**config.mk**
```make
export PLATFORM = sky130hd
export DESIGN_NAME = seq_divider
export DESIGN_NICKNAME = d
export VERILOG_FILES = /design/src/rtl/seq_divider.sv
export SDC_FILE = /design/constraint.sdc
export NUM_CORES = 1
export LEC_CHECK = 0
export BUFFER_PORTS_ARGS = -buffer_cell sky130_fd_sc_hd__buf_2
export CORE_UTILIZATION = 38
export DETAILED_ROUTE_END_ITERATION = 8
export PLACE_DENSITY = 0.55
export SETUP_SLACK_MARGIN = 0.2
export SYNTH_ARGS = -nofsm -noshare
export SYNTH_HDL_FRONTEND = slang
export SYNTH_SLANG_ARGS = --single-unit
```
**constraint.sdc**
```tcl
create_clock -name clk -period 6.35 [get_ports clk]
set_input_delay 1.905 -clock clk [delete_from_list [all_inputs] [get_ports clk]]
set_output_delay 1.905 -clock clk [all_outputs]
set_load 0.03 [all_outputs]
```
**src/rtl/seq_divider.sv**
```systemverilog
// Radix-2 restoring divider for RV32M DIV/DIVU/REM/REMU.
// One quotient bit per cycle behind a start/busy/done handshake.
module seq_divider #(
  parameter int N = 32
) (
  input  logic         clk,
  input  logic         rst,
  input  logic         start,
  input  logic [1:0]   op,
  input  logic [N-1:0] dividend,
  input  logic [N-1:0] divisor,
  output logic         busy,
  output logic         done,
  output logic [N-1:0] result
);

  localparam int CW = (N > 1) ? $clog2(N) : 1;

  typedef enum logic [1:0] {IDLE, CALC, DONE} state_t;

  state_t        state;
  logic [N-1:0]  rem, q, dvsr;
  logic [CW-1:0] cnt;
  logic          qneg, rneg, is_rem;

  logic          sgn;
  logic [N-1:0]  a_mag, b_mag;
  logic [N:0]    trial;
  logic [N-1:0]  rem_nx, q_nx;

  always_comb begin
    sgn   = ~op[0];
    a_mag = (sgn && dividend[N-1]) ? -dividend : dividend;
    b_mag = (sgn && divisor[N-1])  ? -divisor  : divisor;
    // Trial subtract as add of the inverted divisor with carry-in 1.
    trial = {rem, q[N-1]} + {1'b1, ~dvsr} + {{N{1'b0}}, 1'b1};
    if (!trial[N]) begin
      rem_nx = trial[N-1:0];
      q_nx   = {q[N-2:0], 1'b1};
    end else begin
      rem_nx = {rem[N-2:0], q[N-1]};
      q_nx   = {q[N-2:0], 1'b0};
    end
  end

  always_ff @(posedge clk) begin
    if (!rst) begin
      state  <= IDLE;
      busy   <= 1'b0;
      done   <= 1'b0;
      result <= '0;
      cnt    <= '0;
    end else begin
      case (state)
        IDLE: begin
          done <= 1'b0;
          if (start) begin
            busy   <= 1'b1;
            is_rem <= op[1];
            dvsr   <= b_mag;
            cnt    <= '0;
            if (divisor == '0) begin
              // Divide by zero: all-ones quotient, untouched dividend as remainder.
              q      <= '1;
              rem    <= dividend;
              qneg   <= 1'b0;
              rneg   <= 1'b0;
              result <= op[1] ? dividend : '1;
              done   <= 1'b1;
              state  <= DONE;
            end else begin
              q     <= a_mag;
              rem   <= '0;
              qneg  <= sgn & (dividend[N-1] ^ divisor[N-1]);
              rneg  <= sgn & dividend[N-1];
              state <= CALC;
            end
          end
        end
        CALC: begin
          rem <= rem_nx;
          q   <= q_nx;
          cnt <= cnt + 1'b1;
          if (cnt == CW'(N-1)) begin
            // Sign fix-up folded into the last iteration so result is valid with done.
            result <= is_rem ? (rneg ? -rem_nx : rem_nx)
                             : (qneg ? -q_nx   : q_nx);
            done   <= 1'b1;
            state  <= DONE;
          end
        end
        DONE: begin
          done  <= 1'b0;
          busy  <= 1'b0;
          state <= IDLE;
        end
        default: state <= IDLE;
      endcase
    end
  end

endmodule

```
==> impl_metrics.prom, run 1 <==
# TYPE chip_impl_metric gauge
chip_impl_metric{name="count_of_h_tree_levels_built_during_cts",unit=""} 4
chip_impl_info{name="worst-setup-path-type",value="input port to flip-flop"} 1
chip_impl_info{name="worst_path_dominant_cell_family",value="simple AND/OR/NAND/NOR gates"} 1
chip_impl_info{name="leading_cell_type_in_the_layout_fill_and_taps_excluded",value="sky130_fd_sc_hd__nand2_1"} 1
chip_impl_metric{name="yosysUniqueCellTypes",unit=""} 83
chip_impl_metric{name="drc",unit=""} 0
chip_impl_metric{name="first_iter_violations",unit=""} 1058
chip_impl_info{name="timing.critical_path.slowest_stage_cell",value="sky130_fd_sc_hd__and2_1"} 1
chip_impl_metric{name="cts_hold_buf",unit=""} 0
chip_impl_metric{name="drive_gt1_share",unit="%"} 12.6
chip_impl_metric{name="critical_path.max_stage_delay",unit="ps"} 680
chip_impl_metric{name="setup-tns-final",unit="ps"} 0
chip_impl_metric{name="irDropWorstVdd",unit="µV"} 182
chip_impl_metric{name="synth_edf_count",unit=""} 99
chip_impl_metric{name="grt_usage",unit="%"} 24.7
chip_impl_metric{name="layout.cell_area.non_filler",unit="µm²"} 13000
chip_impl_metric{name="clk_path_buf_depth",unit=""} 2
chip_impl_metric{name="place_ws",unit="ps"} 330
chip_impl_info{name="clock-root-buffer",value="sky130_fd_sc_hd__clkbuf_16"} 1
chip_impl_metric{name="fin_nets",unit=""} 1601
chip_impl_metric{name="finalWeightedCongestion",unit=""} 0.937
chip_impl_metric{name="report.final.setup_viol",unit=""} 0
chip_impl_metric{name="async_reset_ff_share",unit="%"} 0
chip_impl_metric{name="route.vias.total",unit=""} 11200
chip_impl_info{name="yosys_most_used_dff",value="sky130_fd_sc_hd__edfxtp_1"} 1
chip_impl_metric{name="timing_max_transition_violations_final",unit=""} 0
chip_impl_metric{name="arrival",unit="ps"} 6100
chip_impl_info{name="worst_path_most_repeated_cell",value="sky130_fd_sc_hd__nand4_1"} 1
chip_impl_info{name="timing.critical_path.from_type",value="input port"} 1
chip_impl_metric{name="postSynthCellCount",unit=""} 1418
chip_impl_metric{name="syn_to_final_growth",unit="%"} 13.0
chip_impl_info{name="most-common-layout-cells",value="sky130_fd_sc_hd__nand2_1 (177), sky130_fd_sc_hd__o21ai_0 (123), sky130_fd_sc_hd__nor2_1 (103), sky130_fd_sc_hd__a21oi_1 (103), sky130_fd_sc_hd__buf_2 (102)"} 1
chip_impl_metric{name="synth_top_cell_area_share",unit="%"} 25.8
chip_impl_metric{name="detailedPlacementHpwl",unit="mm"} 28.7
chip_impl_metric{name="finalWorstPathRequiredPeriod",unit="ps"} 5720
chip_impl_metric{name="netlist_area",unit="µm²"} 11500
chip_impl_metric{name="leakagePower",unit="nW"} 4.99
chip_impl_metric{name="clkLatencyLatePin",unit="ps"} 440
chip_impl_info{name="status",value="finished clean"} 1
chip_impl_info{name="synth_largest_area_cell",value="sky130_fd_sc_hd__edfxtp_1"} 1
chip_impl_metric{name="yosys_warnings",unit=""} 0
chip_impl_info{name="synth_area_leaders",value="sky130_fd_sc_hd__edfxtp_1 (26%), sky130_fd_sc_hd__dfxtp_1 (7.1%), sky130_fd_sc_hd__xnor2_1 (6.0%)"} 1
chip_impl_metric{name="slew-limit-headroom",unit="%"} 17.9
chip_impl_metric{name="post_drt_via_cell_ratio",unit=""} 5.93
chip_impl_metric{name="timing.final.ws_setup",unit="ps"} 628
chip_impl_metric{name="start_util",unit="%"} 38.7
chip_impl_metric{name="drt_first_pass_iters",unit=""} 6
chip_impl_metric{name="finalClockSkew",unit="ps"} 15.1
chip_impl_info{name="hold_class",value="flip-flop to flip-flop"} 1
chip_impl_metric{name="tritoncts.num_buffers",unit=""} 17
chip_impl_info{name="tritoncts",value="yes"} 1
chip_impl_metric{name="die_area",unit="µm²"} 31100
chip_impl_metric{name="synth.ff_latch_count",unit=""} 140
chip_impl_info{name="end_kind",value="flip-flop"} 1
chip_impl_metric{name="antenna_found_initial",unit=""} 1
chip_impl_metric{name="crit_required",unit="ps"} 6730
chip_impl_metric{name="layout_worst_path_cycle_share",unit="%"} 90.1
chip_impl_metric{name="dieHeight",unit="µm"} 176
chip_impl_metric{name="syn-mean-instance-area",unit="µm²"} 8.14
chip_impl_metric{name="final_hold_viol_count",unit=""} 0
chip_impl_metric{name="global_route.overflow_total",unit=""} 0
chip_impl_metric{name="final_antenna_net_count",unit=""} 0
chip_impl_metric{name="worst_slew_pin_slew",unit="ps"} 1230
chip_impl_metric{name="power_density",unit="nW/µm²"} 268
chip_impl_metric{name="clock-sinks",unit=""} 140
chip_impl_metric{name="buffer_ports.inserted",unit=""} 102
chip_impl_metric{name="maximum_number_of_pins_on_one_net_before_global_route_repair",unit=""} 64
chip_impl_metric{name="path_buf_inv",unit=""} 1
chip_impl_metric{name="design.portCount",unit=""} 103
chip_impl_metric{name="postRouteWirelength",unit="mm"} 38.2
chip_impl_metric{name="cts_post_setup_buffers_inserted",unit=""} 0
chip_impl_metric{name="place_area",unit="µm²"} 12500
chip_impl_metric{name="fmax_achieved",unit="MHz"} 175
chip_impl_metric{name="num_rows",unit=""} 63
chip_impl_info{name="crit_path_cell_trace",value="buf_2 > or4_1 > nor4_1 > nand4_1 > or2_1 > o22ai_1 > and2_1 > nand2_1 > nor2_1 > nand4_1 > a21oi_1 > nand3b_1"} 1
chip_impl_metric{name="first_global_vias",unit=""} 10500
chip_impl_metric{name="syn_nets",unit=""} 1530
chip_impl_metric{name="synth_sequential_area_ratio",unit="%"} 32.9
chip_impl_metric{name="wl_per_instance",unit="µm"} 20.2
chip_impl_metric{name="first_pass_grt_wire_length",unit="mm"} 58.9
chip_impl_metric{name="core-area",unit="µm²"} 29800
chip_impl_metric{name="die-width",unit="µm"} 176
chip_impl_metric{name="cts.repair.resized",unit=""} 0
chip_impl_metric{name="antenna_cell_count",unit=""} 0
chip_impl_metric{name="max-cap-violations",unit=""} 0
chip_impl_metric{name="timing.critical_path.fanout_max",unit=""} 17
chip_impl_info{name="grt_setup_unrepaired",value="false"} 1
chip_impl_metric{name="clock_input_transition_at_the_sequential_cells_of_the_worst_setup_and_hold_paths",unit="ps"} 70
## routing by layer
layer | vias up | share of wire (%) | GRT usage (%)
met1 | 5378 | 44 | 31.9
met5 | - | 0 | 0
met3 | 80 | 5.7 | 4.13
li1 | 5393 | - | -
met4 | 0 | 3.3 | 9.28
met2 | 376 | 47 | 41.1
## Yosys cell counts, types with 22 or more instances
library cell,number
sky130_fd_sc_hd__o21ai_0,123
sky130_fd_sc_hd__nand3_1,32
sky130_fd_sc_hd__clkbuf_1,61
sky130_fd_sc_hd__nor3_1,52
sky130_fd_sc_hd__nand2_1,177
sky130_fd_sc_hd__a21oi_1,103
sky130_fd_sc_hd__inv_1,66
sky130_fd_sc_hd__o31ai_1,23
sky130_fd_sc_hd__xor2_1,47
sky130_fd_sc_hd__xnor2_1,79
sky130_fd_sc_hd__ha_1,42
sky130_fd_sc_hd__a21o_1,22
sky130_fd_sc_hd__dfxtp_1,41
sky130_fd_sc_hd__nor4_1,23
sky130_fd_sc_hd__nor2_1,106
sky130_fd_sc_hd__edfxtp_1,99
## per-stage QoR
stage          hold WS [ps]  instances  total power (W)  utilization (%)
3_3_place_gp            448       1860          0.00246             41.8
3_5_place_dp            442       1860          0.00247             41.8
4_1_cts                 458       1892          0.00349             43.7
2_1_floorplan           460       1418          0.00209                -
6_report                457       1892          0.00350             43.8
5_1_grt                 473       1892          0.00367             43.8
## final cells by class
type                       instances  area [µm²]
sequential                       140        3790
clock buffer                      19         454
inverter                          69         259
timing repair buffer             123         668
multi-input combinational       1138        7250
fill                            3079       16800
tap                              390         488
clock inverter                    13         123
## logic make-up (layout without fill, tap and decap cells)
kind of cell	count (synthesis)	count (layout)	share of synthesized area, %
xor+xnor	126	126	9.56
flops	140	140	32.9
compound gates	434	434	24.4
fa+ha+maj	43	43	4.73
mux	29	29	2.63
buf+inv	140	224	4.66
simple gates	506	506	21.2
## worst min-delay path, stage by stage, from the launching register on
cell,delay (ps)
sky130_fd_sc_hd__dfxtp_1,310
sky130_fd_sc_hd__nand2_1,50
sky130_fd_sc_hd__a21oi_1,50
## final timing paths
kind / depth (start not counted) / endpoint / from / slack (ps)
worst min-delay path: 2 / result[1] / result[1] / 460
worst min register to register: 2 / result[1] / result[1] / 460
worst max register to register: 21 / result[24] / q[31] / 670
worst max-delay path: 12 / result[31] / divisor[8] / 630
## power by group
part	total (W)	internal [W]	switching (W)
Clock	0.00103	0.000572	0.000461
Sequential	0.00118	0.00110	0.0000815
Combinational	0.00128	0.000441	0.000842
Total	0.00350	0.00211	0.00138
## registers in the layout, indices dropped and copies added (netlist names), 2 cells and up
signal / flops
dvsr: 32
q: 32
rem: 32
result: 32
cnt: 5
state: 2
(Power assumes the default switching activity.)
==> run 2, diff against run 1 <==
--- a/config.mk
+++ b/config.mk
@@ -8,7 +8,7 @@
 export BUFFER_PORTS_ARGS = -buffer_cell sky130_fd_sc_hd__buf_2
 export CORE_UTILIZATION = 38
 export DETAILED_ROUTE_END_ITERATION = 8
-export PLACE_DENSITY = 0.55
+export PLACE_DENSITY = 0.67
 export SETUP_SLACK_MARGIN = 0.2
 export SYNTH_ARGS = -nofsm -noshare
 export SYNTH_HDL_FRONTEND = slang
==> run 2 against run 1 <==
Effect of this change: clock power barely moved; first-iteration DRC count fell by 12%; fmax rose by 0.74%; final cell count rose by 0.11%; non-clock buffer count rose by 2; combinational power barely moved; register-to-register slack barely moved; die area did not move; sequential share of layout area barely moved; critical endpoint is now result[28].
==> impl_metrics.prom, run 2 (synthesis results as in run 1) <==
# TYPE chip_impl_metric gauge
chip_impl_metric{name="drc",unit=""} 0
chip_impl_metric{name="die_area",unit="µm²"} 31100
chip_impl_metric{name="antenna_cell_count",unit=""} 0
chip_impl_info{name="end_kind",value="flip-flop"} 1
chip_impl_metric{name="finalClockSkew",unit="ps"} 16.1
chip_impl_info{name="timing.rr.start",value="rem[1]"} 1
chip_impl_metric{name="max-cap-violations",unit=""} 0
chip_impl_metric{name="finalWorstPathRequiredPeriod",unit="ps"} 5680
chip_impl_metric{name="cts.repair.resized",unit=""} 0
chip_impl_metric{name="antenna_found_initial",unit=""} 0
chip_impl_metric{name="irDropWorstVdd",unit="µV"} 142
chip_impl_metric{name="wl_per_instance",unit="µm"} 19.6
chip_impl_metric{name="report.final.setup_viol",unit=""} 0
chip_impl_metric{name="count_of_h_tree_levels_built_during_cts",unit=""} 4
chip_impl_metric{name="clkLatencyLatePin",unit="ps"} 440
chip_impl_metric{name="arrival",unit="ps"} 5960
chip_impl_metric{name="worstHoldPathCells",unit=""} 2
chip_impl_metric{name="finalWeightedCongestion",unit=""} 0.910
chip_impl_metric{name="fillerInstances",unit=""} 3018
chip_impl_info{name="leading_cell_type_in_the_layout_fill_and_taps_excluded",value="sky130_fd_sc_hd__nand2_1"} 1
chip_impl_metric{name="die-width",unit="µm"} 176
chip_impl_metric{name="syn_to_final_growth",unit="%"} 12.9
chip_impl_metric{name="tritoncts.num_buffers",unit=""} 17
chip_impl_info{name="worstReg2RegEnd",value="result[28]"} 1
chip_impl_metric{name="clock-sinks",unit=""} 140
chip_impl_metric{name="r2r_cells",unit=""} 17
chip_impl_info{name="tritoncts",value="yes"} 1
chip_impl_metric{name="leakagePower",unit="nW"} 4.98
chip_impl_metric{name="final_cells",unit=""} 1894
chip_impl_metric{name="clk_path_buf_depth",unit=""} 2
chip_impl_metric{name="crit_required",unit="ps"} 6630
chip_impl_info{name="hold_start",value="result[3]"} 1
chip_impl_info{name="hold_class",value="flip-flop to flip-flop"} 1
chip_impl_metric{name="start_util",unit="%"} 38.7
chip_impl_metric{name="drt_first_pass_iters",unit=""} 6
chip_impl_metric{name="first_iter_violations",unit=""} 927
chip_impl_metric{name="dieHeight",unit="µm"} 176
chip_impl_metric{name="global_route.overflow_total",unit=""} 0
chip_impl_metric{name="first_pass_grt_wire_length",unit="mm"} 58.0
chip_impl_metric{name="final_hold_viol_count",unit=""} 0
chip_impl_metric{name="postRouteWirelength",unit="mm"} 37.2
chip_impl_info{name="timing.critical_path.from_type",value="flip-flop"} 1
chip_impl_metric{name="clock_input_transition_at_the_sequential_cells_of_the_worst_setup_and_hold_paths",unit="ps"} 70
chip_impl_metric{name="final_antenna_net_count",unit=""} 0
chip_impl_metric{name="rrSetupSlack",unit="ps"} 670
chip_impl_metric{name="design.portCount",unit=""} 103
chip_impl_info{name="clock-root-buffer",value="sky130_fd_sc_hd__clkbuf_16"} 1
chip_impl_metric{name="setup-tns-final",unit="ps"} 0
chip_impl_metric{name="slew-limit-headroom",unit="%"} 14.4
chip_impl_metric{name="timing.critical_path.fanout_max",unit=""} 11
chip_impl_metric{name="layout_worst_path_cycle_share",unit="%"} 89.4
chip_impl_metric{name="num_rows",unit=""} 63
chip_impl_metric{name="cts_post_setup_buffers_inserted",unit=""} 0
chip_impl_metric{name="fin_nets",unit=""} 1603
chip_impl_metric{name="drive_gt1_share",unit="%"} 12.8
chip_impl_info{name="worst-setup-path-type",value="flip-flop to flip-flop"} 1
chip_impl_metric{name="buffer_ports.inserted",unit=""} 102
chip_impl_metric{name="cts_hold_buf",unit=""} 0
chip_impl_metric{name="post_drt_via_cell_ratio",unit=""} 5.92
chip_impl_info{name="status",value="finished clean"} 1
chip_impl_info{name="grt_setup_unrepaired",value="false"} 1
chip_impl_metric{name="detailedPlacementHpwl",unit="mm"} 28.2
chip_impl_metric{name="power_density",unit="nW/µm²"} 265
chip_impl_metric{name="fmax_achieved",unit="MHz"} 176
chip_impl_metric{name="first_global_vias",unit=""} 10700
chip_impl_metric{name="route.vias.total",unit=""} 11200
chip_impl_metric{name="worst_slew_pin_slew",unit="ps"} 1270
chip_impl_metric{name="maximum_number_of_pins_on_one_net_before_global_route_repair",unit=""} 64
chip_impl_metric{name="timing_max_transition_violations_final",unit=""} 0
chip_impl_metric{name="grt_usage",unit="%"} 24.1
chip_impl_info{name="most-common-layout-cells",value="sky130_fd_sc_hd__nand2_1 (177), sky130_fd_sc_hd__o21ai_0 (123), sky130_fd_sc_hd__nor2_1 (103), sky130_fd_sc_hd__a21oi_1 (103), sky130_fd_sc_hd__buf_2 (102)"} 1
chip_impl_info{name="min_to",value="result[3]"} 1
chip_impl_metric{name="core-area",unit="µm²"} 29800
chip_impl_metric{name="placedCellCount",unit=""} 1862
## run 2: cell types whose count changed in the layout (fill, tap and decap cells not counted), moves of 2 or more
cell                         delta
sky130_fd_sc_hd__inv_6          +2
sky130_fd_sc_hd__inv_4          -4
sky130_fd_sc_hd__buf_4          +2
sky130_fd_sc_hd__clkinvlp_4     +2
## run 2: cell type report
| class | instances | area, µm² | share of cell area [%] |
|---|---|---|---|
| tap | 390 | 488 | 3.74 |
| inverter | 69 | 259 | 1.99 |
| clock inverter | 14 | 121 | 0.931 |
| sequential | 140 | 3790 | 29.1 |
| clock buffer | 18 | 450 | 3.46 |
| timing repair buffer | 125 | 683 | 5.24 |
| multi-input combinational | 1138 | 7240 | 55.5 |
## run 2: stage by stage
stage	cell area, µm²	utilization, %	hold WS [ps]	power (W)	worst slack [ps]
after floorplan	11500	-	460	0.00209	687
after global placement	12500	41.8	447	0.00244	780
after detailed placement	12500	41.8	445	0.00245	738
after CTS	13000	43.7	458	0.00345	720
after global routing	13000	43.7	470	0.00363	242
final	13000	43.7	459	0.00345	671
## run 2: where the power goes
part / switching (W) / internal, W
combinational: 0.000832 / 0.000441
sequential: 0.0000829 / 0.00110
clock: 0.000459 / 0.000538
total: 0.00137 / 0.00208
## run 2: critical path, cell delays in order, from the launching register on
cell and delay [ps]:
sky130_fd_sc_hd__edfxtp_1 460, sky130_fd_sc_hd__ha_1 420, sky130_fd_sc_hd__nor2b_1 210, sky130_fd_sc_hd__o31a_1 260, sky130_fd_sc_hd__o211ai_1 380, sky130_fd_sc_hd__a21oi_1 190
sky130_fd_sc_hd__nor3_1 510, sky130_fd_sc_hd__buf_4 330, sky130_fd_sc_hd__nor3_1 60, sky130_fd_sc_hd__a21oi_1 260, sky130_fd_sc_hd__ha_1 220, sky130_fd_sc_hd__inv_1 90
sky130_fd_sc_hd__nor4_1 740, sky130_fd_sc_hd__a21oi_1 230, sky130_fd_sc_hd__a21o_1 250, sky130_fd_sc_hd__nor4_1 540, sky130_fd_sc_hd__mux2i_1 260, sky130_fd_sc_hd__o22ai_1 100
## run 2: worst max-delay path by stage
stage	from	to	cells after the start
3_5_place_dp	rem[24]	result[28]	17
3_3_place_gp	rem[1]	result[28]	17
4_1_cts	rem[24]	result[28]	17
5_1_grt	q[31]	result[28]	19
2_1_floorplan	start	q[0]	4
6_report	rem[1]	result[28]	17
## run 2: metal layers
layer / routed length, µm / vias up / track usage (%)
li1: - / 5398 / -
met4: 1180 / 0 / 9.67
met1: 15700 / 5274 / 30.4
met5: 0 / - / 0
met2: 17800 / 468 / 40.8
met3: 2500 / 74 / 4.01
==> run 3, diff against run 2 <==
==> constraint.sdc (replaced) <==
create_clock -name clk -period 7.3 [get_ports clk]
set_input_delay 2.19 -clock clk [delete_from_list [all_inputs] [get_ports clk]]
set_output_delay 2.19 -clock clk [all_outputs]
set_load 0.03 [all_outputs]
==> run 3 against run 2 <==
Effect of this change: critical path depth up 3; count of clock-buffer cells in the layout up 1; combinational power down 13%; critical path type unchanged; core utilization about the same.
==> impl_metrics.prom, run 3 (synthesis results as in run 1) <==
# TYPE chip_impl_metric gauge
chip_impl_info{name="status",value="finished clean"} 1
chip_impl_metric{name="leakagePower",unit="nW"} 4.98
chip_impl_metric{name="first_global_vias",unit=""} 10500
chip_impl_metric{name="num_rows",unit=""} 63
chip_impl_metric{name="global_route.overflow_total",unit=""} 0
chip_impl_metric{name="final_antenna_net_count",unit=""} 0
chip_impl_info{name="hold_class",value="flip-flop to flip-flop"} 1
chip_impl_metric{name="hold_slack",unit="ps"} 456
chip_impl_metric{name="dieHeight",unit="µm"} 176
chip_impl_info{name="clock-root-buffer",value="sky130_fd_sc_hd__clkbuf_16"} 1
chip_impl_metric{name="timing_max_transition_violations_final",unit=""} 0
chip_impl_metric{name="clkLatencyLatePin",unit="ps"} 430
chip_impl_metric{name="postRouteWirelength",unit="mm"} 36.6
chip_impl_metric{name="start_util",unit="%"} 38.7
chip_impl_metric{name="antenna_cell_count",unit=""} 0
chip_impl_metric{name="clk_path_buf_depth",unit=""} 2
chip_impl_metric{name="first_iter_violations",unit=""} 1002
chip_impl_metric{name="layout_worst_path_cycle_share",unit="%"} 87.1
chip_impl_metric{name="cts_post_setup_buffers_inserted",unit=""} 0
chip_impl_info{name="timing.critical_path.slowest_stage_cell",value="sky130_fd_sc_hd__nor4_1"} 1
chip_impl_metric{name="drc",unit=""} 0
chip_impl_metric{name="buffer_ports.inserted",unit=""} 102
chip_impl_metric{name="irDropWorstVdd",unit="µV"} 128
chip_impl_metric{name="die_area",unit="µm²"} 31100
chip_impl_metric{name="setup-tns-final",unit="ps"} 0
chip_impl_metric{name="finalWorstPathRequiredPeriod",unit="ps"} 6360
chip_impl_metric{name="fin_nets",unit=""} 1597
chip_impl_metric{name="first_pass_grt_wire_length",unit="mm"} 57.2
chip_impl_info{name="end_kind",value="flip-flop"} 1
chip_impl_metric{name="report.final.setup_viol",unit=""} 0
chip_impl_metric{name="fmax_achieved",unit="MHz"} 157
chip_impl_metric{name="cts.repair.resized",unit=""} 0
chip_impl_metric{name="grt_usage",unit="%"} 23.7
chip_impl_info{name="timing.critical_path.from_type",value="flip-flop"} 1
chip_impl_metric{name="max-cap-violations",unit=""} 0
chip_impl_metric{name="timing.critical_path.fanout_max",unit=""} 40
chip_impl_info{name="grt_setup_unrepaired",value="false"} 1
chip_impl_info{name="most-common-layout-cells",value="sky130_fd_sc_hd__nand2_1 (177), sky130_fd_sc_hd__o21ai_0 (123), sky130_fd_sc_hd__nor2_1 (103), sky130_fd_sc_hd__a21oi_1 (103), sky130_fd_sc_hd__buf_2 (102)"} 1
chip_impl_metric{name="slew-limit-headroom",unit="%"} 12.4
chip_impl_metric{name="post_drt_via_cell_ratio",unit=""} 6.00
chip_impl_metric{name="finalClockSkew",unit="ps"} 9.15
chip_impl_metric{name="power_density",unit="nW/µm²"} 234
chip_impl_metric{name="crit_required",unit="ps"} 7580
chip_impl_metric{name="final_core_utilization",unit="%"} 43.7
chip_impl_metric{name="maximum_number_of_pins_on_one_net_before_global_route_repair",unit=""} 57
chip_impl_metric{name="route.vias.total",unit=""} 11300
chip_impl_metric{name="design.portCount",unit=""} 103
chip_impl_metric{name="count_of_h_tree_levels_built_during_cts",unit=""} 4
chip_impl_metric{name="clock-sinks",unit=""} 140
chip_impl_metric{name="drive_gt1_share",unit="%"} 12.4
chip_impl_info{name="crit_path_cell_trace",value="inv_1 > ha_1 > fa_1 > nor2b_1 > o31a_1 > o211ai_1 > a21oi_1 > o21a_1 > nor2_4 > inv_2 > nor2_1 > a21oi_1 > ha_1 > inv_1 > nor4_1 > a21oi_1 > a21o_1 > nor4_1 > mux2i_1 > o22ai_1"} 1
chip_impl_metric{name="critical_path.max_stage_delay",unit="ps"} 820
chip_impl_metric{name="core-area",unit="µm²"} 29800
chip_impl_metric{name="drt_first_pass_iters",unit=""} 6
chip_impl_metric{name="antenna_found_initial",unit=""} 0
chip_impl_info{name="leading_cell_type_in_the_layout_fill_and_taps_excluded",value="sky130_fd_sc_hd__nand2_1"} 1
chip_impl_metric{name="final_hold_viol_count",unit=""} 0
chip_impl_metric{name="tritoncts.num_buffers",unit=""} 17
chip_impl_metric{name="wl_per_instance",unit="µm"} 19.4
chip_impl_metric{name="cts_hold_buf",unit=""} 0
chip_impl_metric{name="finalWeightedCongestion",unit=""} 0.928
chip_impl_metric{name="syn_to_final_growth",unit="%"} 12.8
chip_impl_info{name="worst_path_most_repeated_cell",value="sky130_fd_sc_hd__a21oi_1"} 1
chip_impl_metric{name="die-width",unit="µm"} 176
chip_impl_metric{name="detailedPlacementHpwl",unit="mm"} 27.7
chip_impl_metric{name="worst_slew_pin_slew",unit="ps"} 1300
chip_impl_info{name="tritoncts",value="yes"} 1
chip_impl_metric{name="clock_input_transition_at_the_sequential_cells_of_the_worst_setup_and_hold_paths",unit="ps"} 70
chip_impl_metric{name="arrival",unit="ps"} 6640
chip_impl_info{name="worst-setup-path-type",value="flip-flop to flip-flop"} 1
==> run 3: metrics by stage <==
| step | instances | power, W | setup WS [ps] | cell area [µm²] |
|---|---|---|---|---|
| floorplan | 1418 | 0.00182 | 1350 | 11500 |
| CTS | 1888 | 0.00304 | 1090 | 13000 |
| finish | 1888 | 0.00305 | 940 | 13000 |
| global route | 1888 | 0.00320 | 588 | 13000 |
| global placement | 1856 | 0.00211 | 1110 | 12400 |
| detailed placement | 1856 | 0.00213 | 974 | 12400 |
==> run 3: worst max-delay path: cells and delay by family (launching register included) <==
family          cells  cell delay (ps)
mux                 1              270
simple gates        5             1790
buf+inv             3              690
flops               1              450
compound gates      8             2080
fa+ha+maj           3              890
==> run 3: final timing paths <==
path                                 from    endpoint  slack (ps)  depth (start not counted)
worst max-delay path                q[31]  result[28]         940                         20
worst min-delay path            result[1]   result[1]         460                          2
worst max register to register      q[31]  result[28]         940                         20
worst min register to register  result[1]   result[1]         460                          2
==> run 3: per-layer routing <==
layer	part of all wire, %	GRT usage (%)
met1	42	30.0
met2	48	40.7
met3	5.6	2.86
met4	3.6	9.57
met5	0	0
==> run 3: report_power, final <==
group          leakage (nW)  internal [W]  switching [W]
combinational          3.41      0.000380       0.000716
sequential             1.27      0.000958      0.0000744
clock                 0.303      0.000532       0.000389
total                  4.98       0.00187        0.00118
==> run 3: final cells by class <==
| cell class | instances | area, µm² |
|---|---|---|
| clock buffers | 19 | 453 |
| clock inverters | 13 | 153 |
| flip-flops and latches | 140 | 3790 |
| multi-input cells | 1138 | 7240 |
| repair buffers | 119 | 638 |
| fillers | 3036 | 16800 |
| well taps | 390 | 488 |
| inverters | 69 | 259 |
